File: config.mk
export PLATFORM = sky130hd
export DESIGN_NAME = pll_reset_sequencer
export DESIGN_NICKNAME = d
export VERILOG_FILES = /design/src/rtl/pll_rst_pkg.sv /design/src/rtl/pll_reset_sequencer_cdc_sync.sv /design/src/rtl/pll_reset_sequencer.sv
export SDC_FILE = /design/constraint.sdc
export NUM_CORES = 1
export LEC_CHECK = 0
export ABC_AREA = 1
export CAP_MARGIN = 40
export CORE_UTILIZATION = 45
export CTS_BUF_LIST = sky130_fd_sc_hd__clkbuf_8
export DETAILED_ROUTE_END_ITERATION = 10
export PLACE_DENSITY_LB_ADDON = 0.3
export SYNTH_ARGS = -nofsm -noshare
export SYNTH_HDL_FRONTEND = slang
export SYNTH_SLANG_ARGS = --single-unit
File: constraint.sdc
create_clock -name clk -period 2.3 [get_ports clk]
set_input_delay 0.23 -clock clk [delete_from_list [all_inputs] [get_ports clk]]
set_output_delay 0.23 -clock clk [all_outputs]
set_load 0.01 [all_outputs]
File: src/rtl/pll_rst_pkg.sv
// Shared state encoding and default parameter values for the PLL reset sequencer.
package pll_rst_pkg;

  typedef enum logic [2:0] {
    ST_WAIT_LOCK = 3'd0,
    ST_SETTLE    = 3'd1,
    ST_MEM_INIT  = 3'd2,
    ST_RUN       = 3'd3,
    ST_FAULT     = 3'd4
  } state_e;

  localparam int unsigned DEF_SYNC_STAGES    = 2;
  localparam int unsigned DEF_LOCK_FILTER    = 16;
  localparam int unsigned DEF_SETTLE_CYCLES  = 1024;
  localparam int unsigned DEF_INIT_TIMEOUT   = 1048576;
  localparam int unsigned DEF_RETRY_MAX      = 3;
  localparam int unsigned DEF_LOSS_CNT_WIDTH = 8;

  // Width of a counter that must be able to hold the value 'limit' (never narrower than 1 bit).
  function automatic int unsigned cnt_width(input int unsigned limit);
    return (limit < 1) ? 1 : $clog2(limit + 1);
  endfunction

endpackage

File: src/rtl/pll_reset_sequencer_cdc_sync.sv
// N-stage single-bit synchronizer with asynchronous active-low reset; output resets to 0.
module cdc_sync #(
  parameter int unsigned STAGES = 2
) (
  input  logic clk,
  input  logic rst_n,
  input  logic d,
  output logic q
);

  logic [STAGES-1:0] sync_q;

  always_ff @(posedge clk or negedge rst_n) begin
    if (!rst_n) begin
      sync_q <= '0;
    end else begin
      sync_q <= {sync_q[STAGES-2:0], d};
    end
  end

  assign q = sync_q[STAGES-1];

endmodule

File: src/rtl/pll_reset_sequencer.sv
// Sequences PSRAM and CPU resets from PLL lock: filter lock, settle, wait for memory init,
// retry on timeout, fall into a sticky fault after too many retries.
module pll_reset_sequencer
  import pll_rst_pkg::*;
#(
  parameter int unsigned SYNC_STAGES    = DEF_SYNC_STAGES,
  parameter int unsigned LOCK_FILTER    = DEF_LOCK_FILTER,
  parameter int unsigned SETTLE_CYCLES  = DEF_SETTLE_CYCLES,
  parameter int unsigned INIT_TIMEOUT   = DEF_INIT_TIMEOUT,
  parameter int unsigned RETRY_MAX      = DEF_RETRY_MAX,
  parameter int unsigned LOSS_CNT_WIDTH = DEF_LOSS_CNT_WIDTH
) (
  input  logic                      clk,
  input  logic                      rst_n,
  input  logic                      pll_lock_i,
  input  logic                      mem_init_done_i,
  output logic                      mem_rst_n_o,
  output logic                      sys_rst_n_o,
  output logic                      ready_o,
  output logic                      fault_o,
  output logic [2:0]                state_o,
  output logic [LOSS_CNT_WIDTH-1:0] lock_loss_cnt_o
);

  localparam int unsigned FW = cnt_width(LOCK_FILTER);
  localparam int unsigned SW = cnt_width(SETTLE_CYCLES);
  localparam int unsigned TW = cnt_width(INIT_TIMEOUT);
  localparam int unsigned RW = cnt_width(RETRY_MAX);
  localparam int unsigned LW = LOSS_CNT_WIDTH;

  localparam logic [FW-1:0] FiltMax    = FW'(LOCK_FILTER);
  localparam logic [FW-1:0] FiltLast   = FW'(LOCK_FILTER - 1);
  localparam logic [SW-1:0] SettleLast = SW'(SETTLE_CYCLES - 1);
  localparam logic [TW-1:0] TmoLast    = TW'(INIT_TIMEOUT - 1);
  localparam logic [RW-1:0] RetryMax   = RW'(RETRY_MAX);

  logic lock_s;

  cdc_sync #(
    .STAGES (SYNC_STAGES)
  ) u_lock_sync (
    .clk   (clk),
    .rst_n (rst_n),
    .d     (pll_lock_i),
    .q     (lock_s)
  );

  state_e        state_q, state_d;
  logic [FW-1:0] filt_q, filt_d;
  logic [SW-1:0] settle_q, settle_d;
  logic [TW-1:0] tmo_q, tmo_d;
  logic [RW-1:0] retry_q, retry_d;
  logic [LW-1:0] loss_q, loss_d;
  logic          mem_rst_n_q, sys_rst_n_q, ready_q, fault_q;

  always_comb begin
    state_d  = state_q;
    settle_d = settle_q;
    tmo_d    = tmo_q;
    retry_d  = retry_q;
    loss_d   = loss_q;
    // Filter saturates so it cannot wrap while lock stays high outside WAIT_LOCK.
    if (!lock_s) begin
      filt_d = '0;
    end else if (filt_q != FiltMax) begin
      filt_d = filt_q + FW'(1);
    end else begin
      filt_d = filt_q;
    end

    unique case (state_q)
      ST_WAIT_LOCK: begin
        if (lock_s && (filt_q == FiltLast)) begin
          state_d  = ST_SETTLE;
          settle_d = '0;
        end
      end
      ST_SETTLE, ST_MEM_INIT, ST_RUN: begin
        // Lock loss outranks settle completion, init done and timeout.
        if (!lock_s) begin
          state_d = ST_WAIT_LOCK;
          retry_d = '0;
          filt_d  = '0;
          if (loss_q != '1) begin
            loss_d = loss_q + LW'(1);
          end
        end else if (state_q == ST_SETTLE) begin
          settle_d = settle_q + SW'(1);
          if (settle_q == SettleLast) begin
            state_d = ST_MEM_INIT;
            tmo_d   = '0;
          end
        end else if (state_q == ST_MEM_INIT) begin
          tmo_d = tmo_q + TW'(1);
          if (mem_init_done_i) begin
            state_d = ST_RUN;
          end else if (tmo_q == TmoLast) begin
            if (retry_q < RetryMax) begin
              retry_d  = retry_q + RW'(1);
              settle_d = '0;
              state_d  = ST_SETTLE;
            end else begin
              state_d = ST_FAULT;
            end
          end
        end
      end
      ST_FAULT: state_d = ST_FAULT;
      default:  state_d = ST_WAIT_LOCK;
    endcase
  end

  // Reset outputs are decoded from the next state so they change on the same edge as the state.
  always_ff @(posedge clk or negedge rst_n) begin
    if (!rst_n) begin
      state_q     <= ST_WAIT_LOCK;
      filt_q      <= '0;
      settle_q    <= '0;
      tmo_q       <= '0;
      retry_q     <= '0;
      loss_q      <= '0;
      mem_rst_n_q <= 1'b0;
      sys_rst_n_q <= 1'b0;
      ready_q     <= 1'b0;
      fault_q     <= 1'b0;
    end else begin
      state_q     <= state_d;
      filt_q      <= filt_d;
      settle_q    <= settle_d;
      tmo_q       <= tmo_d;
      retry_q     <= retry_d;
      loss_q      <= loss_d;
      mem_rst_n_q <= (state_d == ST_MEM_INIT) || (state_d == ST_RUN);
      sys_rst_n_q <= (state_d == ST_RUN);
      ready_q     <= (state_d == ST_RUN);
      fault_q     <= (state_d == ST_FAULT);
    end
  end

  assign mem_rst_n_o     = mem_rst_n_q;
  assign sys_rst_n_o     = sys_rst_n_q;
  assign ready_o         = ready_q;
  assign fault_o         = fault_q;
  assign state_o         = state_q;
  assign lock_loss_cnt_o = loss_q;

endmodule

## Word-level counts from Yosys, hierarchy flattened

Index checks and enable logic that the tools add are counted.

- Output and inout port bits: 15
- Memory bits (read-only): 0
- Latch bits: 0
- RAM bits: 0
- Bits in registers: 55
- Logic and storage cells: 81
- Bits of input ports: 4
- Memories: 0

- Add/sub/neg operators: 5
- Reductions and logical operators: 10
- Multiplexer cells: 30
- Bitwise gates (word level): 1
- Shifts and indexed selects: 0
- Div/mod/pow operators: 0
- $lt $le $gt $ge: 1
- Multipliers: 0
- Equality and inequality tests: 24

Operator list:

| operator | number |
|---|---|
| $mux W11 | 7 |
| $mux W21 | 3 |
| $mux W3 | 8 |
| $pmux W11 S2 | 1 |
| $add A21 B1 Y21 const B | 1 |
| $eq A21 B20 Y1 const B | 1 |
| $mux W5 | 4 |
| $eq A3 B2 Y1 const B | 4 |
| $mux W2 | 6 |
| $ne A2 B2 Y1 const B | 6 |
| $ne A3 B3 Y1 const B | 4 |
| $add A11 B1 Y11 const B | 1 |
| $eq A11 B10 Y1 const B | 1 |
| $pmux W3 S3 | 1 |
| $add A8 B1 Y8 const B | 1 |
| $ne A8 B8 Y1 const B | 1 |
| $reduce_and A7 Y1 | 1 |
| $eq A3 B3 Y1 const B | 2 |
| $reduce_and A6 Y1 | 1 |
| $add A5 B1 Y5 const B | 1 |
| $eq A5 B4 Y1 const B | 1 |
| $ne A5 B5 Y1 const B | 1 |
| $ne A2 B1 Y1 const B | 2 |
| $reduce_and A4 Y1 | 1 |
| 10 further kinds | 11 |

## Longest topological paths before layout

Gate-level depths: netlist of the first run.

- Depth in word-level cells: 10
- Mapped depth: 11
- Depth with buffers taken out: 10

## Hierarchy

From an unflattened synthesis of the first run, not the netlist that was laid out.

- Cells, all modules: 432
- Area total of the unflattened synthesis: 3,229.3 um^2

Modules (own cells, without submodules):

| module | sequential area each (um^2) | times used | cells an instance | area each (um^2) |
|---|---|---|---|---|
| pll_reset_sequencer | 1,326.3 | 1 | 430 | 3,179.3 |
| cdc_sync | 50.0 | 1 | 2 | 50.0 |

## Least setup slack after synthesis of the first run

Ideal clock, no wire load.

- Path kind: register -> register
- Start point: reg tmo_q[0]
- End point: reg settle_q[0]
- Data required time: 2,183 ps
- Path slack: 505 ps
- Clock period less this slack: 1,795 ps
- Buffers on the path: 1
- Stages on the path, launching flop included: 12
- Data arrival time: 1,678 ps
- Cell sequence: dfrtp_1 ha_1 inv_1 nor2_4 nand2_1 nor2_1 nand3_1 nand3_1 nand2_1 buf_2 nand2_1 nand2_1

- Cells in the longest elaborated chain, start to end: 3

RTL lines:

| what | RTL line | source |
|---|---|---|
| start: declaration | pll_reset_sequencer.sv:51 | `logic [TW-1:0] tmo_q, tmo_d;` |
| start signal: assignment | pll_reset_sequencer.sv:130 | `tmo_q <= tmo_d;` |
| $eq A21 B20 Y1 | pll_reset_sequencer.sv:97 | `end else if (tmo_q == TmoLast) begin` |
| $ne A3 B3 Y1 (no line) | -- |  |
| $reduce_and A7 Y1 (no line) | -- |  |
| end signal: assignment | pll_reset_sequencer.sv:129 | `settle_q <= settle_d;` |
| end: declaration | pll_reset_sequencer.sv:50 | `logic [SW-1:0] settle_q, settle_d;` |

No other way between the ends.
A chain may end at the register's enable or synchronous reset.

## Final worst setup path of the first run

- Start point: reg tmo_q[0]
- End point: reg settle_q[5]

The elaborated chain is that of the path after synthesis.

==> results of run 1 <==
cell usage in the layout (no fill, tap or decap), types with 3 or more instances in the layout:
cell / count
a21oi_1: 8
buf_4: 5
clkbuf_8: 6
clkdlybuf4s50_1: 17
dfrtp_1: 55
ha_1: 7
inv_1: 35
nand2_1: 132
nand2_2: 10
nand3_1: 47
nand4_1: 9
nor2_1: 62
nor3_1: 8
o21ai_0: 3
o21ai_1: 3
o21ai_2: 10
o21bai_1: 4
or2_2: 5
xnor2_1: 6
xor2_1: 12
per-stage QoR:
| step | area [um^2] | hold slack [ps] | total power [mW] | utilization | setup slack (ps) |
|---|---|---|---|---|---|
| detailed placement | 3565 | 298.7 | 1.040 | 0.5133 | 206.1 |
| finish | 3699 | 347.7 | 1.700 | 0.5326 | 320.4 |
| global route | 3699 | 336.3 | 1.757 | 0.5326 | 74.89 |
| global placement | 3565 | 287.2 | 1.039 | 0.5133 | 280.2 |
| floorplan | 3303 | -65.59 | 1.008 | - | 504.7 |
| CTS | 3696 | 339.3 | 1.724 | 0.5323 | 178.6 |
path summary, 6_finish.rpt:
check	from	to	slack, ps	cells after the start
worst min-delay path	pll_lock_i	u_lock_sync.sync_q[0]	350	1
worst max-delay path	tmo_q[0]	settle_q[5]	320	10
worst max register to register	tmo_q[0]	settle_q[5]	320	10
min in group asynchronous	rst_n	tmo_q[19]	460	2
max in group asynchronous	rst_n	tmo_q[4]	1270	3
worst min register to register	u_lock_sync.sync_q[0]	u_lock_sync.sync_q[1]	360	0
per-layer routing:
metal,wire length (um),share of wire
met3,260,0.040
met5,0,0
met2,3003,0.47
met1,3106,0.48
met4,77,0.012
state kept, by name (all words and copies together), names as in the netlist:
signal / count
fault_o: 1
filt_q: 5
lock_loss_cnt_o: 8
mem_rst_n_o: 1
ready_o: 1
retry_q: 2
settle_q: 11
state_o: 3
tmo_q: 21
u_lock_sync.sync_q: 2
logic make-up (layout without fill, tap and decap cells):
group | after synthesis | count (layout) | share of synthesized area
xor gates and xnor gates | 18 | 18 | 0.04773
adders and majority gates | 7 | 7 | 0.02651
muxes | 1 | 1 | 0.003409
AOI/OAI and AO/OA | 31 | 31 | 0.06667
buffers and inverters | 50 | 71 | 0.07159
DFF | 55 | 55 | 0.4167
and+or+nand+nor | 278 | 278 | 0.3674
critical path: stages (launching register included):
cell and delay [ps]:
dfrtp_1 430, ha_1 290, inv_1 120, nor2_4 180, nand2_1 120, nor2_1 210
nand3_1 90, nand3_1 110, nand2_2 160, nand2_1 100, nand2_1 60
power breakdown:
part / switching [mW] / internal (mW)
clock network: 0.322 / 0.358
logic: 0.0265 / 0.0142
registers: 0.00619 / 0.972
repair_timing:
item | in CTS | in global routing
resized for setup | 0 | 1
setup endpoints to repair | 0 | 11
hold endpoints to repair | 26 | 0
hold buffers | 1 | 0
synth_stat cells (all sizes together) (4+ instances only):
cell	n	area (um^2)
xnor2	6	52.55
inv	37	141.4
nor2	63	244.0
o21ai	16	117.6
xor2	12	105.1
dfrtp	55	1376
or2	5	31.28
o21bai	4	30.03
nand2	142	555.5
nor3	9	56.31
ha	7	87.58
nand3	47	235.2
nand4	10	77.57
a21oi	9	56.31
buf	10	83.82
final cells by class:
| class | instances | area, um^2 |
|---|---|---|
| Timing Repair Buffer | 25 | 242.7 |
| Sequential cell | 55 | 1376 |
| Tap cell | 96 | 120.1 |
| Inverter | 38 | 145.1 |
| Fill cell | 649 | 3246 |
| Multi-Input combinational cell | 335 | 1693 |
| Clock buffer | 6 | 82.58 |
| Clock inverter | 2 | 38.79 |
==> reports/metrics.cfg, run 1 <==
[synth]
syn_inst=440
synth.net_count=451
yosysWarnings=0
async_flop_share=1.000
synthFlopType=dfrtp_1
synth_seq_area_share=0.4167
netlist_area_mm2=0.003303
synth-seq-cells=55
synth-edff-count=0
ys_types=34
synth.avg_cell_area_um2=7.507

[global_route]
use_met1=0.2559
grt_max_degree=34
grtUsageMet3=0.03393
top_usage_layer=met2
grt_overflow_total=0
grt_first_pass_wirelength_mm=11.48
use_met2=0.3061
grt_antenna_before_repair=0
grt_pass1_vias=2651
groute.usage.overall=0.1889

[worst_hold_path]
hold_class=in2reg

[placed_design]
dp_hpwl_mm=4.749
gp_congestion=0.8734
dpl.cell_count=548
portBuffers=18

[detailed_routing]
drc=0
firstDrtPassIters=4
viasPerCell=5.002
routed_wl_mm=6.448
drt-initial-drc-count=209
vias=2786
ant_nets=0
wl_per_cell_um=11.58

[timing]
period_share=0.8607
finClkSkew_ps=6.923
rsz0062_at_grt=no
maxSlewHeadroom=0.5808
worst_slew_pin_slew_ps=628.8
period_needed_ps=1980
slew_violations=0
finalSetupViolations=0
fmax_ghz=0.5051
fin_tns_setup_ps=0
final_hold_viol_count=0

[run_status]
outcome=completed

[clock_tree]
clock_sinks=55
cts_buffer_depth=2
cts_setup_buffers=0
clk_latency_ps=320
clock-root-buffer=clkbuf_8
clk_pin_slew_worst_paths_ps=100
cts_buffers=5
cts_tree=done
h-tree-depth=2

[floorplanning]
num_rows=30
io_pins=19
die_area_mm2=0.007687
die_w_um=87.68
die_h_um=87.68
initial_core_util=0.4757
core_area_mm2=0.006944

[final_layout]
final_nets=471
antennaDiodeCount=0
drive_gt1_frac=0.1063
finalNonFillerCells=557
area_growth_pct=11.97

[pwr]
power_density_mw_per_mm2=459.5
power_leakage_nw=1.604
ir_drop_v=0.0002436

[critical_path]
cp_max_fo=11
critPathCaptureType=flop
crit_type=reg2reg
critPathArrivalTime_ps=2190
crit_required_ps=2510
start_kind=flop

[job]
drv_cap=0

Note: power is estimated with default switching activity, not from simulation.
==> run 2: changes to the inputs <==
Settings changed: ABC_CLOCK_PERIOD_IN_PS set to 2300.
==> results of run 2 <==
Same layout as run 1: the final DEF is identical, and so are final timing and power.
==> run 3: changes to the inputs <==
Settings changed: REMOVE_ABC_BUFFERS set to 1.
==> reports/metrics.cfg, run 3 (synthesis results as in run 1) <==
[detailed_routing]
firstDrtPassIters=5  ; +1
detailroute.wirelength.met2_mm=3.176  ; +5.8%
maxUsedRoutingLayer=met4
drt-met1-wl_mm=3.037  ; -2.2%
drc=0  ; unchanged
vias=2822  ; +1.3%
drt-initial-drc-count=160  ; -23%
wl_met3_um=131  ; -50%
viasPerCell=5.048  ; +0.93%
ant_nets=0  ; unchanged
wl_per_cell_um=11.52  ; -0.47%
routed_wl_mm=6.441  ; -0.11%

[final_layout]
antennaDiodeCount=0  ; unchanged
area_growth_pct=11.59
final_common_cell=nand2_1
final_nets=473  ; +0.42%
layout_common_cells=nand2_1 (132), nor2_1 (62), dfrtp_1 (55), nand3_1 (47), inv_1 (35)
nFillCells=666  ; +2.6%
regMostFlops=tmo_q
final_area_mm2=0.003686  ; -0.34%
largest_reg_flops=21  ; unchanged
drive_gt1_frac=0.1102  ; +0.003861

[timing]
rsz0062_at_grt=no
finClkSkew_ps=7.291  ; +0.3682 ps
worst_slew_pin_slew_ps=605.1  ; -23.69 ps
final_hold_viol_count=0  ; unchanged
maxSlewHeadroom=0.5966  ; +0.01579
period_needed_ps=2000  ; +20.82 ps
fin_tns_setup_ps=0  ; unchanged
finalSetupViolations=0  ; unchanged
slew_violations=0  ; unchanged
fmax_ghz=0.4999  ; -1.0%
period_share=0.8698  ; +0.009050

[floorplanning]
initial_core_util=0.4757  ; unchanged
core_area_mm2=0.006944  ; unchanged
die_w_um=87.68  ; unchanged
num_rows=30  ; unchanged
die_area_mm2=0.007687  ; unchanged
die_h_um=87.68  ; unchanged
io_pins=19  ; unchanged

[clock_tree]
clk_latency_ps=310  ; about the same
cts_buffers=5  ; unchanged
clk_pin_slew_worst_paths_ps=100  ; about the same
clock_sinks=55  ; unchanged
h-tree-depth=2  ; unchanged
cts_buffer_depth=2  ; unchanged
cts_tree=done
cts_setup_buffers=0  ; unchanged
clock-root-buffer=clkbuf_8

[pwr]
power_density_mw_per_mm2=426.6  ; -7.2%
total_power_mw=1.573  ; -7.5%
ir_drop_v=0.0003237  ; +33%
power_leakage_nw=1.596  ; -0.49%

[critical_path]
start_kind=flop
cp_max_fo=33  ; +22
crit_required_ps=2490  ; -20 ps
critPathCaptureType=flop
critPathArrivalTime_ps=2190  ; about the same
reg2regPathDepth=8  ; -2
crit_type=reg2reg

[placed_design]
dp_hpwl_mm=4.870  ; +2.5%
gp_congestion=0.8692  ; -0.48%
place_area_mm2=0.003580  ; +0.42%
portBuffers=18  ; unchanged

[job]
drv_cap=0  ; unchanged

[global_route]
groute.usage.overall=0.1884  ; -0.0004829
grt_pass1_vias=2703  ; +2.0%
grt_antenna_before_repair=0  ; unchanged
grt_max_degree=34  ; unchanged
grt_first_pass_wirelength_mm=11.59  ; +0.91%
grt_overflow_total=0  ; unchanged

[worst_hold_path]
whs_path_depth=0  ; -1
hold_class=reg2reg

[run_status]
outcome=completed

-- run 3: cell types whose count changed in the layout (fill, tap and decap cells not counted), sizes merged --
cell	previous run	this run
clkinvlp	0	1
clkbuf	6	5
inv	38	37
bufinv	1	0
clkinv	1	3
buf	7	9
-- run 3: report_power, final --
group | internal [mW] | total, mW | switching [mW]
Combinational | 0.0140 | 0.0411 | 0.0271
Sequential | 0.972 | 0.979 | 0.00624
Clock | 0.219 | 0.553 | 0.334
Total | 1.20 | 1.57 | 0.368
-- run 3: worst max-delay path, cell delays in order, from the launching register on --
cell and delay (ps):
dfrtp_1 460, ha_1 310, nand2_1 80, nor2_1 170, nand4_4 130, a21oi_4 310
inv_4 230, nand2_1 100, o21ai_1 60
-- run 3: area by class of cell --
class	count	area, um^2	share of cell area
clock inverters	3	25.02	0.006789
clock buffers	5	68.82	0.01867
flip-flops and latches	55	1376	0.3734
inverters	38	145.1	0.03938
repair buffers	27	257.7	0.06993
multi-input cells	335	1693	0.4593
well taps	96	120.1	0.03259
-- run 3: stage by stage --
step / setup slack [ps] / std cells / utilization / hold WS [ps]
final: 299.6 / 559 / 0.5308 / 360.1
after CTS: 229.7 / 559 / 0.5305 / 357.1
after global placement: 323.7 / 550 / 0.5155 / 286.0
after global routing: 43.97 / 559 / 0.5308 / 360.6
after floorplan: 294.8 / 428 / - / -65.59
after detailed placement: 237.3 / 550 / 0.5155 / 291.3
-- run 3: routing by layer --
layer	up-vias	track usage
li1	1448	-
met1	1330	0.2322
met2	33	0.3359
met3	11	0.03299
met4	0	0.05812
met5	-	0
-- run 3: final timing paths --
| path | slack, ps | from | endpoint |
|---|---|---|---|
| max | 300 | settle_q[0] | tmo_q[20] |
| min | 360 | u_lock_sync.sync_q[0] | u_lock_sync.sync_q[1] |
| max reg2reg | 300 | settle_q[0] | tmo_q[20] |
| min reg2reg | 360 | u_lock_sync.sync_q[0] | u_lock_sync.sync_q[1] |
| max in group asynchronous | 1280 | rst_n | state_o[2] |
| min in group asynchronous | 450 | rst_n | tmo_q[1] |
-- run 3: what timing repair did --
action,in CTS,in global routing
resized for setup,0,1
hold endpoints to repair,25,0
setup endpoints to repair,0,2
hold buffers,1,0
